### config.mk
export PLATFORM = sky130hd
export DESIGN_NAME = cordic_angle_prep_flat
export DESIGN_NICKNAME = d
export VERILOG_FILES = /design/src/rtl/cordic_angle_prep_if.sv /design/src/rtl/cordic_angle_prep.sv /design/src/flat_wrapper.sv
export SDC_FILE = /design/constraint.sdc
export NUM_CORES = 1
export LEC_CHECK = 0
export BUFFER_PORTS_ARGS = -buffer_cell sky130_fd_sc_hd__buf_4
export CAP_MARGIN = 20
export CELL_PAD_IN_SITES_DETAIL_PLACEMENT = 2
export CELL_PAD_IN_SITES_GLOBAL_PLACEMENT = 2
export CORE_MARGIN = 5
export CORE_UTILIZATION = 39
export DETAILED_ROUTE_END_ITERATION = 7
export PLACE_DENSITY = 0.95
export SLEW_MARGIN = 30
export SYNTH_ARGS = -nofsm -noshare
export SYNTH_HDL_FRONTEND = slang
export SYNTH_SLANG_ARGS = --single-unit
### constraint.sdc
create_clock -name clk -period 11.2 [get_ports clk]
set_input_delay 0.56 -clock clk [delete_from_list [all_inputs] [get_ports clk]]
set_output_delay 0.56 -clock clk [all_outputs]
set_load 0.005 [all_outputs]
### src/rtl/cordic_angle_prep_if.sv
// Handshake and result bundle between the angle-prep stage and its producer/consumer.
// The master side drives angles in; the slave side is the prep block itself.
interface cordic_angle_prep_if;
    logic        in_valid;
    logic        in_ready;
    logic [31:0] angle_in;
    logic [21:0] angle_out;
    logic        cos_neg;
    logic        out_valid;
    logic        range_err;
    logic        nan_flag;

    modport master (
        output in_valid, angle_in,
        input  in_ready, angle_out, cos_neg, out_valid, range_err, nan_flag
    );

    modport slave (
        input  in_valid, angle_in,
        output in_ready, angle_out, cos_neg, out_valid, range_err, nan_flag
    );
endinterface

### src/rtl/cordic_angle_prep.sv
// Reduces an IEEE-754 single angle modulo 2*pi and folds it into [-pi/2, pi/2]
// as a Q2.20 value plus a cos-negate flag for the CORDIC cosine core.
module cordic_angle_prep #(
    parameter int MAX_EXP   = 134,
    parameter int RED_STEPS = 6
) (
    input  logic               clk,
    input  logic               reset,
    cordic_angle_prep_if.slave bus
);
    localparam logic [28:0] HALF_PI       = 29'd1647099;
    localparam logic [28:0] THREE_HALF_PI = 29'd4941298;
    localparam logic [28:0] TWO_PI        = 29'd6588397;
    localparam logic [21:0] PI_A          = 22'd3294199;
    localparam logic [21:0] TWO_PI_A      = 22'(6588397);
    localparam logic [7:0]  MAX_EXP_B     = 8'(MAX_EXP);
    localparam logic [2:0]  STEP_LAST     = 3'(RED_STEPS - 1);

    typedef enum logic [2:0] {IDLE, CONVERT, REDUCE, MAP, DONE} state_t;

    state_t      state_q, state_d;
    logic [2:0]  step_q, step_d;
    logic [30:0] word_q, word_d;
    logic [28:0] r_q, r_d;
    logic        nan_q, nan_d;
    logic        rerr_q, rerr_d;
    logic [21:0] angle_q, angle_d;
    logic        cos_neg_q, cos_neg_d;
    logic        range_err_q, range_err_d;
    logic        nan_flag_q, nan_flag_d;

    logic [7:0]  exp_w;
    logic [28:0] mant_w;
    logic [28:0] sub_w;
    logic [21:0] a_w;
    logic        neg_w;

    always_comb begin
        state_d     = state_q;
        step_d      = step_q;
        word_d      = word_q;
        r_d         = r_q;
        nan_d       = nan_q;
        rerr_d      = rerr_q;
        angle_d     = angle_q;
        cos_neg_d   = cos_neg_q;
        range_err_d = range_err_q;
        nan_flag_d  = nan_flag_q;
        exp_w       = word_q[30:23];
        mant_w      = {5'b0, (word_q[30:23] != 8'd0), word_q[22:0]};
        sub_w       = TWO_PI << step_q;
        a_w         = '0;
        neg_w       = 1'b0;

        case (state_q)
            IDLE: begin
                if (bus.in_valid) begin
                    // Sign bit dropped here: cos is even.
                    word_d      = bus.angle_in[30:0];
                    range_err_d = 1'b0;
                    nan_flag_d  = 1'b0;
                    state_d     = CONVERT;
                end
            end
            CONVERT: begin
                nan_d  = 1'b0;
                rerr_d = 1'b0;
                if (exp_w == 8'd255) begin
                    nan_d = 1'b1;
                    r_d   = '0;
                end else if (exp_w > MAX_EXP_B) begin
                    rerr_d = 1'b1;
                    r_d    = '0;
                end else if (exp_w == 8'd0) begin
                    r_d = '0;
                end else if (exp_w >= 8'd130) begin
                    r_d = mant_w << (exp_w - 8'd130);
                end else begin
                    r_d = mant_w >> (8'd130 - exp_w);
                end
                step_d  = STEP_LAST;
                state_d = REDUCE;
            end
            REDUCE: begin
                if (r_q >= sub_w) begin
                    r_d = r_q - sub_w;
                end
                if (step_q == 3'd0) begin
                    state_d = MAP;
                end else begin
                    step_d = step_q - 3'd1;
                end
            end
            MAP: begin
                // r < 2*pi < 2^23, so modular 22-bit arithmetic gives the exact folded angle.
                if (r_q <= HALF_PI) begin
                    a_w = r_q[21:0];
                end else if (r_q <= THREE_HALF_PI) begin
                    a_w   = PI_A - r_q[21:0];
                    neg_w = 1'b1;
                end else begin
                    a_w = r_q[21:0] - TWO_PI_A;
                end
                if (nan_q || rerr_q) begin
                    a_w   = '0;
                    neg_w = 1'b0;
                end
                angle_d     = a_w;
                cos_neg_d   = neg_w;
                range_err_d = rerr_q;
                nan_flag_d  = nan_q;
                state_d     = DONE;
            end
            DONE: begin
                state_d = IDLE;
            end
            default: begin
                state_d = IDLE;
            end
        endcase
    end

    always_ff @(posedge clk) begin
        if (reset) begin
            state_q     <= IDLE;
            step_q      <= '0;
            word_q      <= '0;
            r_q         <= '0;
            nan_q       <= 1'b0;
            rerr_q      <= 1'b0;
            angle_q     <= '0;
            cos_neg_q   <= 1'b0;
            range_err_q <= 1'b0;
            nan_flag_q  <= 1'b0;
        end else begin
            state_q     <= state_d;
            step_q      <= step_d;
            word_q      <= word_d;
            r_q         <= r_d;
            nan_q       <= nan_d;
            rerr_q      <= rerr_d;
            angle_q     <= angle_d;
            cos_neg_q   <= cos_neg_d;
            range_err_q <= range_err_d;
            nan_flag_q  <= nan_flag_d;
        end
    end

    assign bus.in_ready  = (state_q == IDLE);
    assign bus.out_valid = (state_q == DONE);
    assign bus.angle_out = angle_q;
    assign bus.cos_neg   = cos_neg_q;
    assign bus.range_err = range_err_q;
    assign bus.nan_flag  = nan_flag_q;
endmodule

### src/flat_wrapper.sv
// flat-port wrapper written by rule: the top's interface ports become plain ports
module cordic_angle_prep_flat 
#(
    parameter int MAX_EXP   = 134,
    parameter int RED_STEPS = 6
)
  (clk, reset, bus_in_valid, bus_angle_in, bus_in_ready, bus_angle_out, bus_cos_neg, bus_out_valid, bus_range_err, bus_nan_flag);
  cordic_angle_prep_if bus_i ();
  input  logic clk;
  input  logic reset;
  input wire logic [$bits(bus_i.in_valid)-1:0] bus_in_valid;
  input wire logic [$bits(bus_i.angle_in)-1:0] bus_angle_in;
  output wire logic [$bits(bus_i.in_ready)-1:0] bus_in_ready;
  output wire logic [$bits(bus_i.angle_out)-1:0] bus_angle_out;
  output wire logic [$bits(bus_i.cos_neg)-1:0] bus_cos_neg;
  output wire logic [$bits(bus_i.out_valid)-1:0] bus_out_valid;
  output wire logic [$bits(bus_i.range_err)-1:0] bus_range_err;
  output wire logic [$bits(bus_i.nan_flag)-1:0] bus_nan_flag;
  assign bus_i.in_valid = bus_in_valid;
  assign bus_i.angle_in = bus_angle_in;
  assign bus_in_ready = bus_i.in_ready;
  assign bus_angle_out = bus_i.angle_out;
  assign bus_cos_neg = bus_i.cos_neg;
  assign bus_out_valid = bus_i.out_valid;
  assign bus_range_err = bus_i.range_err;
  assign bus_nan_flag = bus_i.nan_flag;
  cordic_angle_prep #(.MAX_EXP(MAX_EXP), .RED_STEPS(RED_STEPS)) u_core (.clk(clk), .reset(reset), .bus(bus_i));
endmodule
# [Yosys cells after proc, flatten, opt, wreduce, memory -nomap -nowiden]
# Cells that the tools add are included.
[totals] register_bits=93 latchBits=0 ram_bits=0 romBits=0 wordCells=68 memories=0
[classes] addsub=6 mul=0 n_div=0 order_cmp=5 n_eq_ne=9 n_shift=3 muxes=23 bitwise=0 reduce_logical=12
[ops] cell="$mux W29" count=5
[ops] cell="$mux W22" count=3
[ops] cell="$pmux W29 S2" count=1
[ops] cell="$ge A29 B29 Y1" count=1
[ops] cell="$le A29 B21 Y1 const B" count=1
[ops] cell="$le A29 B23 Y1 const B" count=1
[ops] cell="$shl A23 B3 Y29 const A" count=1
[ops] cell="$shl A24 B8 Y29" count=1
[ops] cell="$shr A24 B8 Y29" count=1
[ops] cell="$sub A29 B29 Y29" count=1
[ops] cell="$sub A22 B22 Y22 const A" count=1
[ops] cell="$sub A22 B22 Y22 const B" count=1
[ops] cell="$pmux W3 S4" count=1
[ops] cell="$reduce_and A2 Y1" count=5
[ops] cell="$mux W3" count=3
[ops] cell="$eq A8 B8 Y1 const B" count=1
[ops] cell="$ge A8 B8 Y1 const B" count=1
[ops] cell="$gt A8 B8 Y1 const B" count=1
[ops] cell="$logic_not A8 Y1" count=1
[ops] cell="$reduce_bool A8 Y1" count=1
[ops] cell="$sub A8 B8 Y8 const A" count=1
[ops] cell="$sub A8 B8 Y8 const B" count=1
[ops] cell="$mux W1" count=7
[ops] cell="$eq A3 B2 Y1 const B" count=2
[ops] cell="other kinds (10)" count=15

# [Longest topological paths before layout]
[depth] depth_word=7 ltp_mapped=16 mapped_depth_nobuf=13

# [Worst setup path after synthesis]
# OpenSTA, ideal clock, no wires.
[synth_timing] kind="register to register" start="register u_core.step_q[1]" end="register u_core.r_q[22]" t_arrival_ns=3.473 required_ns=11.122 path_slack_ns=7.650 stages_incl_launch_ff=17 path_buffers=3 period_less_slack_ns=3.550 cell_sequence="dfxtp_1 inv_1 ha_1 or2_2 nor2b_1 ha_1 clkbuf_1 nand3_1 or4_1 nor4_1 or4_1 o211ai_1 o311ai_1 clkbuf_1 buf_2 nor2_1 nor3_1"
[synth_between] elab_chain_cells=4 word_cells_on_any_way=7 cone_classes="add/sub (1); order compare (1); eq/ne (1); shift (1); mux (2); reduce/logical (1)"
[synth_lines] item="start, declared" line="cordic_angle_prep.sv:22" source="logic [2:0] step_q, step_d;"
[synth_lines] item="start signal, assigned" line="cordic_angle_prep.sv:137" source="step_q <= step_d;"
[synth_lines] item="$shl A23 B3 Y29 *" line="cordic_angle_prep.sv:51" source="sub_w = TWO_PI << step_q;"
[synth_lines] item="$sub A29 B29 Y29 or $ge A29 B29 Y1 (tied branches)" line="cordic_angle_prep.sv:86, cordic_angle_prep.sv:85"
[synth_lines] item="$mux W29 or $ne A2 B1 Y1 (tied branches)"
[synth_lines] item="$pmux W29 S2 or $reduce_and A2 Y1 (tied branches)"
[synth_lines] item="end signal, assigned" line="cordic_angle_prep.sv:139" source="r_q <= r_d;"
[synth_lines] item="end, declared" line="cordic_angle_prep.sv:24" source="logic [28:0] r_q, r_d;"
# Mark *: on every way between the ends. The rest lies on a longest branch, timed or not. The select of a mux whose other input is x is not followed.
# A chain may end at the register's enable or synchronous reset.

# [Final worst setup path]
[layout_timing] start="register u_core.step_q[1]" end="register u_core.r_q[25]"
# The elaborated chain is that of the path after synthesis.

==> results.md <==
- Entering global routing, the biggest net connects 80 pins.
- In the post-synthesis netlist, the biggest area contributors are sky130_fd_sc_hd__dfxtp_1 19%, sky130_fd_sc_hd__nand2_1 7.3%, sky130_fd_sc_hd__mux2i_1 6.6%, sky130_fd_sc_hd__ha_1 6.1%, sky130_fd_sc_hd__mux4_2 5.3%.
- The remaining antenna violation count is 0.
- The fraction of final layout cells with drive strength greater than 1 is about an eighth.
- The H-tree level count is 3.
- The kind of critical path is flip-flop to flip-flop.
- Setup repair after global routing left no endpoint under its margin.
- The mean number of vias per cell is around 6.8.
- The clock insertion delay at the later pin of the skew report is roughly 0.37 ns.
- The iteration count of the initial detailed-routing pass is 6.
- The hold path startpoint is bus_angle_in[23].
- The worst register-to-register path ends at u_core.r_q[25].
- The library cells used most frequently in the layout, excluding fill and tap cells, are 187 x sky130_fd_sc_hd__nand2_1, 127 x sky130_fd_sc_hd__nor2_1, 101 x sky130_fd_sc_hd__a21oi_1.
- The cell area after technology mapping is roughly 9700 µm².
- The final total negative setup slack is 0 ns.
- Counting every instance in the synthesized netlist gives roughly 1300.
- The clock drives a little over 90 sinks.
- Once the clock tree was built, the setup fixing pass inserted 0 buffers.
- The most used flip-flop cell after synthesis is sky130_fd_sc_hd__dfxtp_1.
- From synthesis to final layout, the design area changed by 9.428%.
- The library cell used most frequently in the layout, excluding fill and tap cells, is sky130_fd_sc_hd__nand2_1.
- The count of max-cap constraint violations is 0.
- The number of unique standard cell types used by synthesis is 88.
- Setup violations remaining at the end of the flow were counted as 0.
- The worst flop-to-flop path startpoint is u_core.step_q[1].
- Measured against its own limit, the worst slew margin works out to just under 40%.
- In the routed design, unresolved DRC markers number 0.
- The site row count is 57.
- Clock tree synthesis inserted a total of 9 buffers.
- Once layout is complete, the utilization of the core stands at 43.58%.
- Data on the critical path is required at its endpoint by 11.42 ns.
- The cell at the root of the clock tree is sky130_fd_sc_hd__clkbuf_16.
- The number of vias in the routed layout is 11110.
- From bottom edge to top edge, the die measures between 150 and 200 µm.
- Traced cell by cell, the critical path runs through inv_1 -> ha_1 -> nor2b_1 -> a21oi_1 -> ha_1 -> nand4_1 -> a2111oi_0 -> o41a_1 -> o41ai_2 -> o311ai_4 -> buf_4 -> nor2_1 -> a211oi_1.
- The core area is approximately 24000 µm².
- Across the VDD grid, the largest voltage drop is about 0.08 mV.
- The slowest stage cell on the critical path is sky130_fd_sc_hd__o311ai_4.
- In this run the worst path has a maximum fanout of 44.
- The number of global-route vias before repair is 12090.
- The number of enable-type register cells in the synthesized netlist is 0.
- The cell area after layout is ~11000 µm².
- The final number of hold-violating endpoints is 0.
- The number of hold buffers added after CTS is 0.
- The fraction of registers with async set or reset after synthesis is 0%.
- For hold timing, the worst endpoint is u_core.word_q[23].
- Summed over all instances, the cell type with the most area after synthesis is sky130_fd_sc_hd__dfxtp_1.
- The filler cells instantiated in the layout total around 2800.
- Across all register-to-register paths, the minimum setup slack is between 6 and 7 ns.
- The flow ran to the end, and the final reports show no timing, DRC or antenna violations.
- The maximum buffer depth of the clock tree is 2.
- The area share of the largest cell type after synthesis is 19.17%.
- Each instance of the synthesized netlist takes up on average around 7.4 µm².
- After the first detailed-routing iteration, the DRC count stood at about 1100.
- The initial antenna violation count is 0.
- The number of gates resized after CTS was 0.
- The final layout contains routed wiring with a total length of 46570 µm.
- The net count of the finished layout is 1390.
- Final hold analysis gives a worst-case slack of ~0.43 ns.
- The clock transition at the register clock pins on the worst setup and hold paths after CTS is roughly 0.080 ns.
- At the pin with the least slew margin, the transition time is about 0.9 ns.
- The count of buffers from port buffering is 60.
- The most frequent cell on the critical path is sky130_fd_sc_hd__ha_1.
- For this design the top-level I/O count stands at 62.
- The highest attainable clock frequency is ~0.19 GHz.
- The clock skew is roughly 0.020 ns.
- The starting utilization of the core area is 39.83%.
- The die covers 28170 µm².
- The post-detailed-placement half-perimeter wirelength is 34440 µm.
- The horizontal die dimension is approximately 170 µm.
- The overall overflow remaining after global route is 0.
- The worst register-to-register path has a depth of 13.
- For this run, the total global-route usage over all layers was measured as about a third.
- The worst hold path passes through 3 cells.
- 0 antenna diodes ended up in the layout.
- The biggest cell delay along the critical path is between 0.6 and 0.7 ns.
- The ratio of final minimum period to clock period is 46.15%.
- After detailed placement, the total cell area comes to ~10000 µm².
- The CTS tree is done.
- The first global-routing pass estimated ~73000 µm of wire.
- The number of max-slew violations in the final report came to 0.
- The total power per unit cell area is between 150 and 200 nW/µm².
- In this run the static leakage power is 0.003951 µW.
- For this run, the register share of the synthesized area comes to between 10% and 20%.
- The worst path arrival time is 5.39 ns.
- After detailed routing, the average wire length per cell comes to between 20 and 30 µm.
- The worst setup path is captured at a flip-flop.
- The worst min-delay path category is input pin to flip-flop.
- The congestion estimate from routability-driven global placement came to 0.9459.
- After synthesis the netlist holds a flip-flop and latch count of 93.
- The synthesized net count is 1403.
- The startpoint type of the worst setup path is a flip-flop.
- During synthesis, Yosys emitted a total of 0 warnings.
- The shortest clock period the worst path allows after layout is roughly 5.2 ns.
worst max-delay path, delay by kind of cell (launching register included):
kind,cells,cell delay [ns]
flip-flops,1,0.43
AO/OA/AOI/OAI,6,2.22
AND/OR/NAND/NOR,3,0.84
adder cells (fa/ha/maj),2,0.79
buffers and inverters,2,0.71
layer usage:
| layer | track usage, % | wire length [µm] |
|---|---|---|
| met1 | 38.07 | 18030 |
| met2 | 55.84 | 22820 |
| met3 | 5.487 | 2985 |
| met4 | 16.48 | 2733 |
| met5 | 0 | 0 |
cells by family (layout without fill, tap and decap cells):
logic type                 after synthesis  count (layout)  share of synthesized area (%)
AOI/OAI and AO/OA                      390             390                          26.87
xor gates and xnor gates                48              48                          4.328
adders and majority gates               48              48                          6.260
buffers and inverters                  125             116                          5.178
DFF                                     93              93                          19.17
muxes                                   99              99                          13.32
and+or+nand+nor                        517             517                          24.88
worst max path at each step:
stage	to	slack [ns]	cells past startpoint	from
floorplan	u_core.r_q[22]	7.65	16	u_core.step_q[1]
global placement	u_core.r_q[26]	6.65	13	u_core.step_q[1]
detailed placement	u_core.r_q[25]	6.20	13	u_core.step_q[1]
CTS	u_core.r_q[25]	6.13	13	u_core.step_q[1]
global route	u_core.r_q[2]	5.86	13	u_core.step_q[1]
finish	u_core.r_q[25]	6.03	13	u_core.step_q[1]
cell type report:
cell class / instances / area (µm²) / share of cell area, %
multi-input cells: 1102 / 7392 / 69.54
flip-flops and latches: 93 / 1864 / 17.54
repair buffers: 78 / 585.6 / 5.508
well taps: 324 / 405.4 / 3.814
clock buffers: 9 / 225.2 / 2.119
inverters: 23 / 86.33 / 0.8121
clock inverters: 6 / 71.32 / 0.6709
cells in the mapped netlist (22+ instances only):
master,number
sky130_fd_sc_hd__a211oi_1,27
sky130_fd_sc_hd__a21oi_1,101
sky130_fd_sc_hd__clkbuf_1,74
sky130_fd_sc_hd__dfxtp_1,93
sky130_fd_sc_hd__ha_1,47
sky130_fd_sc_hd__inv_1,22
sky130_fd_sc_hd__mux2i_1,64
sky130_fd_sc_hd__mux4_2,23
sky130_fd_sc_hd__nand2_1,188
sky130_fd_sc_hd__nand3_1,40
sky130_fd_sc_hd__nor2_1,127
sky130_fd_sc_hd__nor3_1,40
sky130_fd_sc_hd__o21ai_0,65
sky130_fd_sc_hd__xnor2_1,34
stage by stage:
step,std cells,total power [µW],setup slack [ns]
3_3_place_gp,1620,1258,6.653
4_1_cts,1635,1694,6.133
6_report,1635,1724,6.031
3_5_place_dp,1620,1338,6.204
5_1_grt,1635,1797,5.862
2_1_floorplan,1320,1046,7.650
sequential cells by signal, summed over array words and instances, names as in the netlist:
name,count
u_core.word_q,31
u_core.r_q,29
u_core.bus.angle_out,22
u_core.state_q,3
u_core.step_q,3
u_core.bus.cos_neg,1
u_core.bus.nan_flag,1
u_core.bus.range_err,1
u_core.nan_q,1
u_core.rerr_q,1
where the power goes:
group,total (µW),internal (µW),switching [µW]
Combinational,932,323,608
Clock,339,176,164
Sequential,453,361,92.1
Total,1720,859,864
Note: power is estimated with default switching activity, not from simulation.
